## config.mk

```make
export PLATFORM = sky130hd
export DESIGN_NAME = phase_sequencer
export DESIGN_NICKNAME = d
export VERILOG_FILES = /design/src/rtl/phase_sequencer.sv
export SDC_FILE = /design/constraint.sdc
export NUM_CORES = 1
export LEC_CHECK = 0
export ABC_CLOCK_PERIOD_IN_PS = 4000
export CORE_ASPECT_RATIO = 0.9
export CORE_UTILIZATION = 54
export DETAILED_ROUTE_END_ITERATION = 12
export HOLD_SLACK_MARGIN = 0.03
export PLACE_DENSITY = 0.82
export SKIP_CTS_REPAIR_TIMING = 1
export SLEW_MARGIN = 25
export SYNTH_ARGS = -nofsm -noshare
export SYNTH_HDL_FRONTEND = slang
export SYNTH_SLANG_ARGS = --single-unit
```

## constraint.sdc

```tcl
create_clock -name clock -period 4 [get_ports clock]
set_clock_uncertainty 0.15 [all_clocks]
set_input_delay 0.6 -clock clock [delete_from_list [all_inputs] [get_ports clock]]
set_output_delay 0.6 -clock clock [all_outputs]
set_load 0.005 [all_outputs]
```

## src/rtl/phase_sequencer.sv

```systemverilog
// Instruction phase sequencer: debounced exec button, RUN/IDLE/HALTED control, phase stepping and retire count.
// Optional single-instruction STEP mode and step_mode port are enabled by defining PHASE_STEP_EN.
module phase_sequencer #(
  parameter int unsigned NUM_PHASES      = 5,
  parameter int unsigned DEBOUNCE_CYCLES = 4,
  parameter int unsigned COUNT_W         = 16
) (
  input  logic               clock,
  input  logic               reset,
  input  logic               exec_raw,
  input  logic               halt_req,
`ifdef PHASE_STEP_EN
  input  logic               step_mode,
`endif
  output logic [2:0]         phase,
  output logic               running,
  output logic               halt,
  output logic               phase_wrap,
  output logic [COUNT_W-1:0] instr_count
);

  // A threshold of one accepted edge gives the edge-only behaviour for DEBOUNCE_CYCLES = 0
  localparam int unsigned   DB_TH   = (DEBOUNCE_CYCLES == 0) ? 1 : DEBOUNCE_CYCLES;
  localparam int unsigned   DB_W    = $clog2(DB_TH + 1);
  localparam logic [DB_W-1:0] DB_LAST = DB_W'(DB_TH - 1);
  localparam logic [2:0]    LAST_PH = 3'(NUM_PHASES - 1);

`ifdef PHASE_STEP_EN
  typedef enum logic [1:0] {S_IDLE, S_RUN, S_HALTED, S_STEP} state_t;
`else
  typedef enum logic [1:0] {S_IDLE, S_RUN, S_HALTED} state_t;
`endif

  logic               r_sync1, r_sync2;
  logic               r_armed;
  logic               r_exec_pulse;
  logic [DB_W-1:0]    r_db_cnt;
  logic               w_db_match;

  state_t             r_state, w_state_nx;
  logic [2:0]         r_phase, w_phase_nx;
  logic               r_running, r_halt, r_wrap, w_wrap_nx;
  logic [COUNT_W-1:0] r_count, w_count_nx;
  logic               w_last, w_stop, w_running_nx, w_halt_nx;

  // Armed: counting consecutive high levels; disarmed: counting consecutive low levels
  assign w_db_match = r_armed ? r_sync2 : ~r_sync2;

  always_ff @(posedge clock or posedge reset) begin
    if (reset) begin
      r_sync1      <= 1'b0;
      r_sync2      <= 1'b0;
      r_armed      <= 1'b1;
      r_exec_pulse <= 1'b0;
      r_db_cnt     <= '0;
    end else begin
      r_sync1      <= exec_raw;
      r_sync2      <= r_sync1;
      r_exec_pulse <= 1'b0;
      if (!w_db_match) begin
        r_db_cnt <= '0;
      end else if (r_db_cnt == DB_LAST) begin
        r_db_cnt     <= '0;
        r_armed      <= ~r_armed;
        r_exec_pulse <= r_armed;
      end else begin
        r_db_cnt <= r_db_cnt + DB_W'(1);
      end
    end
  end

  assign w_last = (r_phase == LAST_PH);
  assign w_stop = (r_state == S_RUN) && r_exec_pulse;

  always_comb begin
    w_state_nx = r_state;
    w_phase_nx = r_phase;
    w_wrap_nx  = 1'b0;
    w_count_nx = r_count;
    case (r_state)
      S_IDLE: begin
        if (r_exec_pulse) begin
`ifdef PHASE_STEP_EN
          w_state_nx = step_mode ? S_STEP : S_RUN;
`else
          w_state_nx = S_RUN;
`endif
        end
      end
      S_HALTED: begin
        w_phase_nx = '0;
        if (r_exec_pulse) w_state_nx = S_RUN;
      end
      default: begin
        // RUN and STEP share the advance; exec stops RUN only, STEP ends after one wrap
        if (w_last) begin
          w_phase_nx = '0;
          w_wrap_nx  = 1'b1;
          w_count_nx = r_count + COUNT_W'(1);
          if (w_stop)                 w_state_nx = S_IDLE;
          else if (halt_req)          w_state_nx = S_HALTED;
          else if (r_state != S_RUN)  w_state_nx = S_IDLE;
        end else if (w_stop) begin
          w_state_nx = S_IDLE;
        end else begin
          w_phase_nx = r_phase + 3'd1;
        end
      end
    endcase
`ifdef PHASE_STEP_EN
    w_running_nx = (w_state_nx == S_RUN) || (w_state_nx == S_STEP);
`else
    w_running_nx = (w_state_nx == S_RUN);
`endif
    w_halt_nx = (w_state_nx == S_HALTED);
  end

  always_ff @(posedge clock or posedge reset) begin
    if (reset) begin
      r_state   <= S_IDLE;
      r_phase   <= '0;
      r_running <= 1'b0;
      r_halt    <= 1'b0;
      r_wrap    <= 1'b0;
      r_count   <= '0;
    end else begin
      r_state   <= w_state_nx;
      r_phase   <= w_phase_nx;
      r_running <= w_running_nx;
      r_halt    <= w_halt_nx;
      r_wrap    <= w_wrap_nx;
      r_count   <= w_count_nx;
    end
  end

  assign phase       = r_phase;
  assign running     = r_running;
  assign halt        = r_halt;
  assign phase_wrap  = r_wrap;
  assign instr_count = r_count;

endmodule

```

# Word-level counts from Yosys, hierarchy flattened
# Cells that the tools add are included.
# op_classes
n_eq_ne	8
reduce_logical	6
n_bitwise	4
muxes	17
n_addsub	3
# ops
cell	count
$add 16x1->16 const B	1
$mux 2	7
$mux 3	4
$add 3x1->3 const B	2
$pmux 3 s2	1
$reduce_and 2->1	3
$mux 1	5
$eq 2x1->1 const B	2
$eq 2x2->1 const B	2
$not 1->1	4
$eq 3x2->1 const B	1
$eq 3x3->1 const B	1
$ne 3x2->1 const B	1
$logic_not 2->1	1
$ne 2x1->1 const B	1
$reduce_or 2->1	1
$logic_and 1x1->1	1
# word_totals
input_bits	4
reg_bits	31

# Longest topological paths before layout
# Gate-level depths: netlist of the first run.
# logic_depth
depth_word	7
depth_mapped	6
depth_no_buf	6

# Least setup slack after synthesis of the first run
# OpenSTA, ideal clock, no wires.
# synth_timing
path_type	register -> register
startpoint	register r_phase[0], in the netlist phase[0]
endpoint	register r_count[15], in the netlist instr_count[15]
t_arrival_ns	1.549
path_buffers	0
slack_ns	2.179
setup_time_ns	0.123
stages_incl_launch_ff	7
required_ns	3.727
cell_sequence	dfrtp_1 > inv_1 > ha_1 > nand3_4 > nor4_4 > nand4_1 > xnor2_1
# synth_between
elab_chain_len	2
# synth_rtl
element	line	text
start: declaration	41	logic [2:0] r_phase, w_phase_nx;
start signal: assignment	128	r_phase <= w_phase_nx;
$eq 3x3->1	72	assign w_last = (r_phase == LAST_PH);
$reduce_and 2->1 (no source line)	n/a	
end signal: assignment	132	r_count <= w_count_nx;
end: declaration	43	logic [COUNT_W-1:0] r_count, w_count_nx;
# No other way between the ends.
# A chain may end at the register's enable or synchronous reset.

# Final worst setup path of the first run
# layout_timing
startpoint	register r_phase[2], in the netlist phase[2]
endpoint	output phase[2]
# layout_lines
element	line	text
end: declaration	15	output logic [2:0] phase,
# No word-level cell between the ends.

==> impl_results.md, run 1 <==
- CTS Root Cell: clkbuf_4
- Clock transition at path regs: 0.09 ns
- WP data required: 3.25 ns
- CP max stage delay: 0.57 ns
- Cts bufs inserted: 5
- Placed Cells: 172
- Core area: 0.00245 mm^2
- Compound-Gate Fraction of Synth Area: 0.0645
- Largest family of logic cells by synthesized area: simple AND/OR/NAND/NOR gates
- Clk Latency, worst-skew pair: 0.32 ns
- Crit path cell chain: clkdlybuf4s50_1
- Status: finished, final reports clean
- Global-route wire length before repair: 4.42 mm
- Setup violations, final: 0
- Post-Syn Nets: approximately 130
- Initial Util: 0.571
- Via Count: 993
- Top-Level Pins: 26
- Worst slew pin tran: 0.620 ns
- Rows: 17
- Most common cell in the netlist: dfrtp_1
- Crit-path max FO: 9
- Register Area: about 780 um^2
- Slew headroom: 0.586
- Most used DFF post-synth: dfrtp_1
- Fmax: 452 MHz
- Cells on Worst Hold Path: 0
- FF-to-FF path depth: 6
- Worst path slowest cell: dfrtp_1
- Avg Cell Area, Syn: 11.6 um^2
- VDD IR max: 0.422 mV
- Initial DRT Pass Iterations: 4
- Pwr dens: 547 mW/mm^2
- RD Place Congestion: between 0.7 and 0.8
- Final Critical Period: 2.21 ns
- Die width: 55.6 um
- #FFs+latches synth: 31
- Largest net degree at the start of global routing: 32
- Area Overhead vs Synth: 23.7%
- Post-layout net count: 159
- Post-Synth XOR/XNOR Area: 0.100
- Max Cap Viol: 0
- FFs w/ async S/R, synth: 1.00
- Worst setup EP type: output pin
- Post-synthesis cell area: 0.00140 mm^2
- Worst path bufs/invs: 1
- CP Class: reg -> out
- Post-synth top area share: 0.538
- Hold-critical path endpoint: r_sync2
- DR iter-0 viols: 18
- Post-Synth Simple-Gate Area: 0.198
- Mapped Cells: 120
- Reg2reg end: instr_count[12]
- CTS max path bufs: 2
- Mux contribution to synthesized area: 0.0152
- Global route total overflow: 0
- Die H: 50.2 um
- Post-DR wirelength/cell: around 14 um
- Final non-filler cell total: between 150 and 200
- Hold Vio Cnt, Final: 0
- P_leak: 0.779 nW
- Sequential area share after synthesis: 0.556
- Post-synth top cells: dfrtp_1, xnor2_1, inv_1, nand2_1, nand3_1
- R2R setup slack: about 2 ns
- Initial antenna violation count: 0
- Top delay family on crit path: flip-flops
- Drt total wl: approximately 2.6 mm
- Multi-input logic area: 578 um^2
- Max-slew violations: 0
- Hold Crit Class: reg -> reg
- Routed Antenna Nets: 0
- Layout cells sized above 1: 0.0855
- CTS tree: done
- Yosys cell types: 29
- Hold path startpoint: r_sync1
- CTS H-tree lvls: 2
- Post-synth top area cell: dfrtp_1
- Reg-to-reg startpoint: phase[0]
- TNS Setup: 0 ns
- Vias per cell: approximately 5.5
- Arr. time, crit path: 1.46 ns
- Port Buf Inserts: 25
- DRC viols: 0
- Kind of start point of the critical path: flip-flop
- Dominant cells by area after synthesis: dfrtp_1, xnor2_1, ha_1
- Fraction of the mapped netlist area in adder cells: 0.0358
- Final period util: 0.554
- Clock Sink Count: 31
- Vias in the first global route: 988
- Ys Warns: 0
- Post-synth EDFFs: 0
- Filler cell count: 191
- Final HPWL DP: 1.89 mm
- RSZ-0062 raised after global routing: false
- Die area: 0.00279 mm^2
- N_diodes: 0
- All-Layer GR Usage: 0.213
[state kept, by name (all words and copies together), names as in the netlist]
register and cells:
running 1, r_state 2, instr_count 16, r_sync1 1, halt 1, phase 3, r_armed 1, r_sync2 1
phase_wrap 1, r_exec_pulse 1, r_db_cnt 3
[cells by family (layout without fill, tap and decap cells)]
kind of cell             Yosys count  count (layout)
multiplexers                       2               2
buffers and inverters             11              43
AND/OR/NAND/NOR                   42              42
AO/OA/AOI/OAI                     14              14
flip-flops                        31              31
adder cells (fa/ha/maj)            4               4
XOR/XNOR                          16              16
[worst max path at each step]
| stage | start | end | slack, ns | cells past startpoint |
|---|---|---|---|---|
| 2_1_floorplan | phase[0] | instr_count[15] | 2.18 | 6 |
| 3_5_place_dp | phase[0] | instr_count[15] | 2.05 | 6 |
| 4_1_cts | phase[2] | phase[2] | 1.77 | 1 |
| 3_3_place_gp | reset | instr_count[14] | 1.93 | 2 |
| 6_report | phase[2] | phase[2] | 1.79 | 1 |
| 5_1_grt | phase[2] | phase[2] | 1.71 | 1 |
[where the power goes]
group | internal, mW | switching, mW
Combinational | 0.164 | 0.138
Sequential | 0.382 | 0.0920
Clock | 0.0684 | 0.101
[layout make-up]
| class | instances | area share |
|---|---|---|
| sequential | 31 | 0.450 |
| timing repair buffer | 25 | 0.145 |
| inverter | 10 | 0.0217 |
| multi-input combinational | 78 | 0.335 |
| clock buffer | 7 | 0.0261 |
| clock inverter | 1 | 0.00290 |
| tap | 28 | 0.0203 |
[metrics by stage]
stage | power, mW | setup WS, ns | utilization | area, um^2 | hold slack [ns]
2_1_floorplan | 0.645 | 2.18 | - | 1400 | 0.181
3_3_place_gp | 0.756 | 1.93 | 0.686 | 1680 | 0.193
3_5_place_dp | 0.780 | 2.05 | 0.686 | 1680 | 0.212
4_1_cts | 0.954 | 1.77 | 0.706 | 1730 | 0.247
5_1_grt | 1.01 | 1.71 | 0.706 | 1730 | 0.263
6_report | 0.945 | 1.79 | 0.706 | 1730 | 0.249
[cell usage in the layout, fill, tap and decap left out, types with 2 or more instances in the layout]
master	instances
nor3_1	3
nor4_4	2
dfrtp_1	30
xor2_1	4
a32o_1	3
xnor2_1	12
inv_1	9
o21ai_0	6
nor2b_1	2
clkbuf_4	5
nand4_1	3
nand3_1	8
and3_1	4
ha_1	4
nor2_1	5
a21oi_1	3
nand2_1	8
clkdlybuf4s50_1	25
clkbuf_1	2
[per-layer routing]
metal | wire length (um) | track usage | vias up
met5 | 0 | 0 | -
met4 | 51 | 0.100 | 0
met3 | 111 | 0.0773 | 6
met2 | 1290 | 0.359 | 24
met1 | 1120 | 0.244 | 489
li1 | - | - | 474
Note: power is estimated with default switching activity, not from simulation.
==> run 2, diff against run 1 <==
--- a/config.mk
+++ b/config.mk
@@ -5,12 +5,12 @@
 export SDC_FILE = /design/constraint.sdc
 export NUM_CORES = 1
 export LEC_CHECK = 0
-export ABC_CLOCK_PERIOD_IN_PS = 4000
+export ABC_CLOCK_PERIOD_IN_PS = 1860
 export CORE_ASPECT_RATIO = 0.9
-export CORE_UTILIZATION = 54
+export CORE_UTILIZATION = 46
 export DETAILED_ROUTE_END_ITERATION = 12
 export HOLD_SLACK_MARGIN = 0.03
-export PLACE_DENSITY = 0.82
+export PLACE_DENSITY = 0.75
 export SKIP_CTS_REPAIR_TIMING = 1
 export SLEW_MARGIN = 25
 export SYNTH_ARGS = -nofsm -noshare
==> constraint.sdc (replaced) <==
create_clock -name clock -period 1.86 [get_ports clock]
set_clock_uncertainty 0.15 [all_clocks]
set_input_delay 0.279 -clock clock [delete_from_list [all_inputs] [get_ports clock]]
set_output_delay 0.279 -clock clock [all_outputs]
set_load 0.005 [all_outputs]
==> impl_results.md, run 2 (same netlist as run 1, synthesis figures left out) <==
- CTS max path bufs: 2
- Initial Util: 0.496
- Clk Latency, worst-skew pair: 0.33 ns
- CTS tree: done
- DRC viols: 0
- Arr. time, crit path: 1.33 ns
- Global route total overflow: 0
- Max reg flops: 16
- Final Instance Area: approximately 0.0018 mm^2
- Initial DRT Pass Iterations: 4
- Worst slew pin tran: 0.375 ns
- Crit-path max FO: 9
- Die width: 60.1 um
- Via Count: 1018
- Global-route wire length before repair: 3.91 mm
- CTS H-tree lvls: 2
- Worst path slowest cell: clkdlybuf4s50_1
- Max Cap Viol: 0
- Filler cell count: 243
- Vias in the first global route: 886
- Top-Level Pins: 26
- RSZ-0062 raised after global routing: false
- N_diodes: 0
- Clock transition at path regs: 0.10 ns
- Status: finished, final reports clean
- Rows: 18
- Max-slew violations: 0
- Hold Crit Class: in -> async
- R2R setup slack: 0.14 ns
- Worst path bufs/invs: 1
- Core area: ~0.0028 mm^2
- Reg-to-reg startpoint: phase[1]
- WP data required: between 1 and 1.5 ns
- WHS: roughly 0.17 ns
- CP max stage delay: about 0.53 ns
- Area Overhead vs Synth: 29.0%
- Post-layout net count: 165
- Multi-input logic area: about 580 um^2
- Largest net degree at the start of global routing: 32
- Final Critical Period: 1.76 ns
- Final period util: 0.944
- Crit path cell chain: clkdlybuf4s50_1
- Final worst slack: 0.104 ns
- P_leak: 0.813 nW
- Most frequent cells in the layout: dfrtp_1, clkdlybuf4s50_1, xnor2_1
- Layout cells sized above 1: 0.133
- CP Class: reg -> out
- Most common cell after layout, fill and taps aside: dfrtp_1
- FF-to-FF path depth: 6
- Kind of start point of the critical path: flip-flop
- VDD IR max: 0.674 mV
- Pwr dens: ~1200 mW/mm^2
- Worst setup EP type: output pin
- Top delay family on crit path: buffers and inverters
- Setup violations, final: 0
- RD Place Congestion: about 0.75
- Vias per cell: 5.14
- Clock Sink Count: 31
- Fmax: 569 MHz
- Register Area: 778 um^2
- Pre-CTS setup slack: 0.0490 ns
- Routed Antenna Nets: 0
- Die area: 0.00326 mm^2
- Final HPWL DP: approximately 1.8 mm
- CTS Root Cell: clkbuf_4
- All-Layer GR Usage: 0.172
- Port Buf Inserts: 25
- Cts bufs inserted: 5
- Post-DR wirelength/cell: approximately 12 um
- Area after DPL: 0.00174 mm^2
- Drt total wl: 2.34 mm
- Die H: between 50 and 60 um
- Reg2reg end: instr_count[14]
- Initial antenna violation count: 0
- DR iter-0 viols: 31
- Hold Vio Cnt, Final: 0
- Slew headroom: 0.750
-- run 2: area by class of cell --
| cell class | count | share of cell area |
|---|---|---|
| inverter | 10 | 0.0208 |
| timing repair buffer | 31 | 0.164 |
| tap | 40 | 0.0278 |
| clock inverter | 1 | 0.00278 |
| sequential | 31 | 0.432 |
| multi-input combinational | 78 | 0.322 |
| clock buffer | 7 | 0.0306 |
-- run 2: worst max path at each step --
| stage | startpoint | endpoint | cells past startpoint |
|---|---|---|---|
| CTS | phase[2] | phase[2] | 1 |
| global route | phase[1] | instr_count[15] | 6 |
| detailed placement | phase[1] | instr_count[15] | 6 |
| floorplan | phase[0] | instr_count[15] | 6 |
| finish | phase[2] | phase[2] | 1 |
| global placement | phase[0] | instr_count[15] | 6 |
-- run 2: power breakdown --
part	switching, mW	internal (mW)
Sequential	0.135	0.824
Clock	0.211	0.183
Combinational	0.347	0.424
-- run 2: through the flow --
stage	total power [mW]	instances	TNS [ns]	util
floorplan	1.39	120	0	-
global placement	1.71	190	0	0.617
detailed placement	1.75	190	0	0.617
CTS	2.15	198	-0.0254	0.639
global route	2.29	198	0	0.640
finish	2.13	198	0	0.640
-- run 2: routing by layer --
metal	vias to the layer above	part of all wire	GRT usage	routed length (um)
met5	-	0	0	0
met4	0	0.022	0.105	52
met3	7	0.044	0.0567	102
met2	22	0.50	0.263	1170
met1	499	0.43	0.214	1010
li1	490	-	-	-
==> run 3, diff against run 2 <==
--- a/config.mk
+++ b/config.mk
@@ -9,7 +9,6 @@
 export CORE_ASPECT_RATIO = 0.9
 export CORE_UTILIZATION = 46
 export DETAILED_ROUTE_END_ITERATION = 12
-export HOLD_SLACK_MARGIN = 0.03
 export PLACE_DENSITY = 0.75
 export SKIP_CTS_REPAIR_TIMING = 1
 export SLEW_MARGIN = 25
==> results of run 3 <==
Final layout, timing and power as in run 2 (identical DEF).
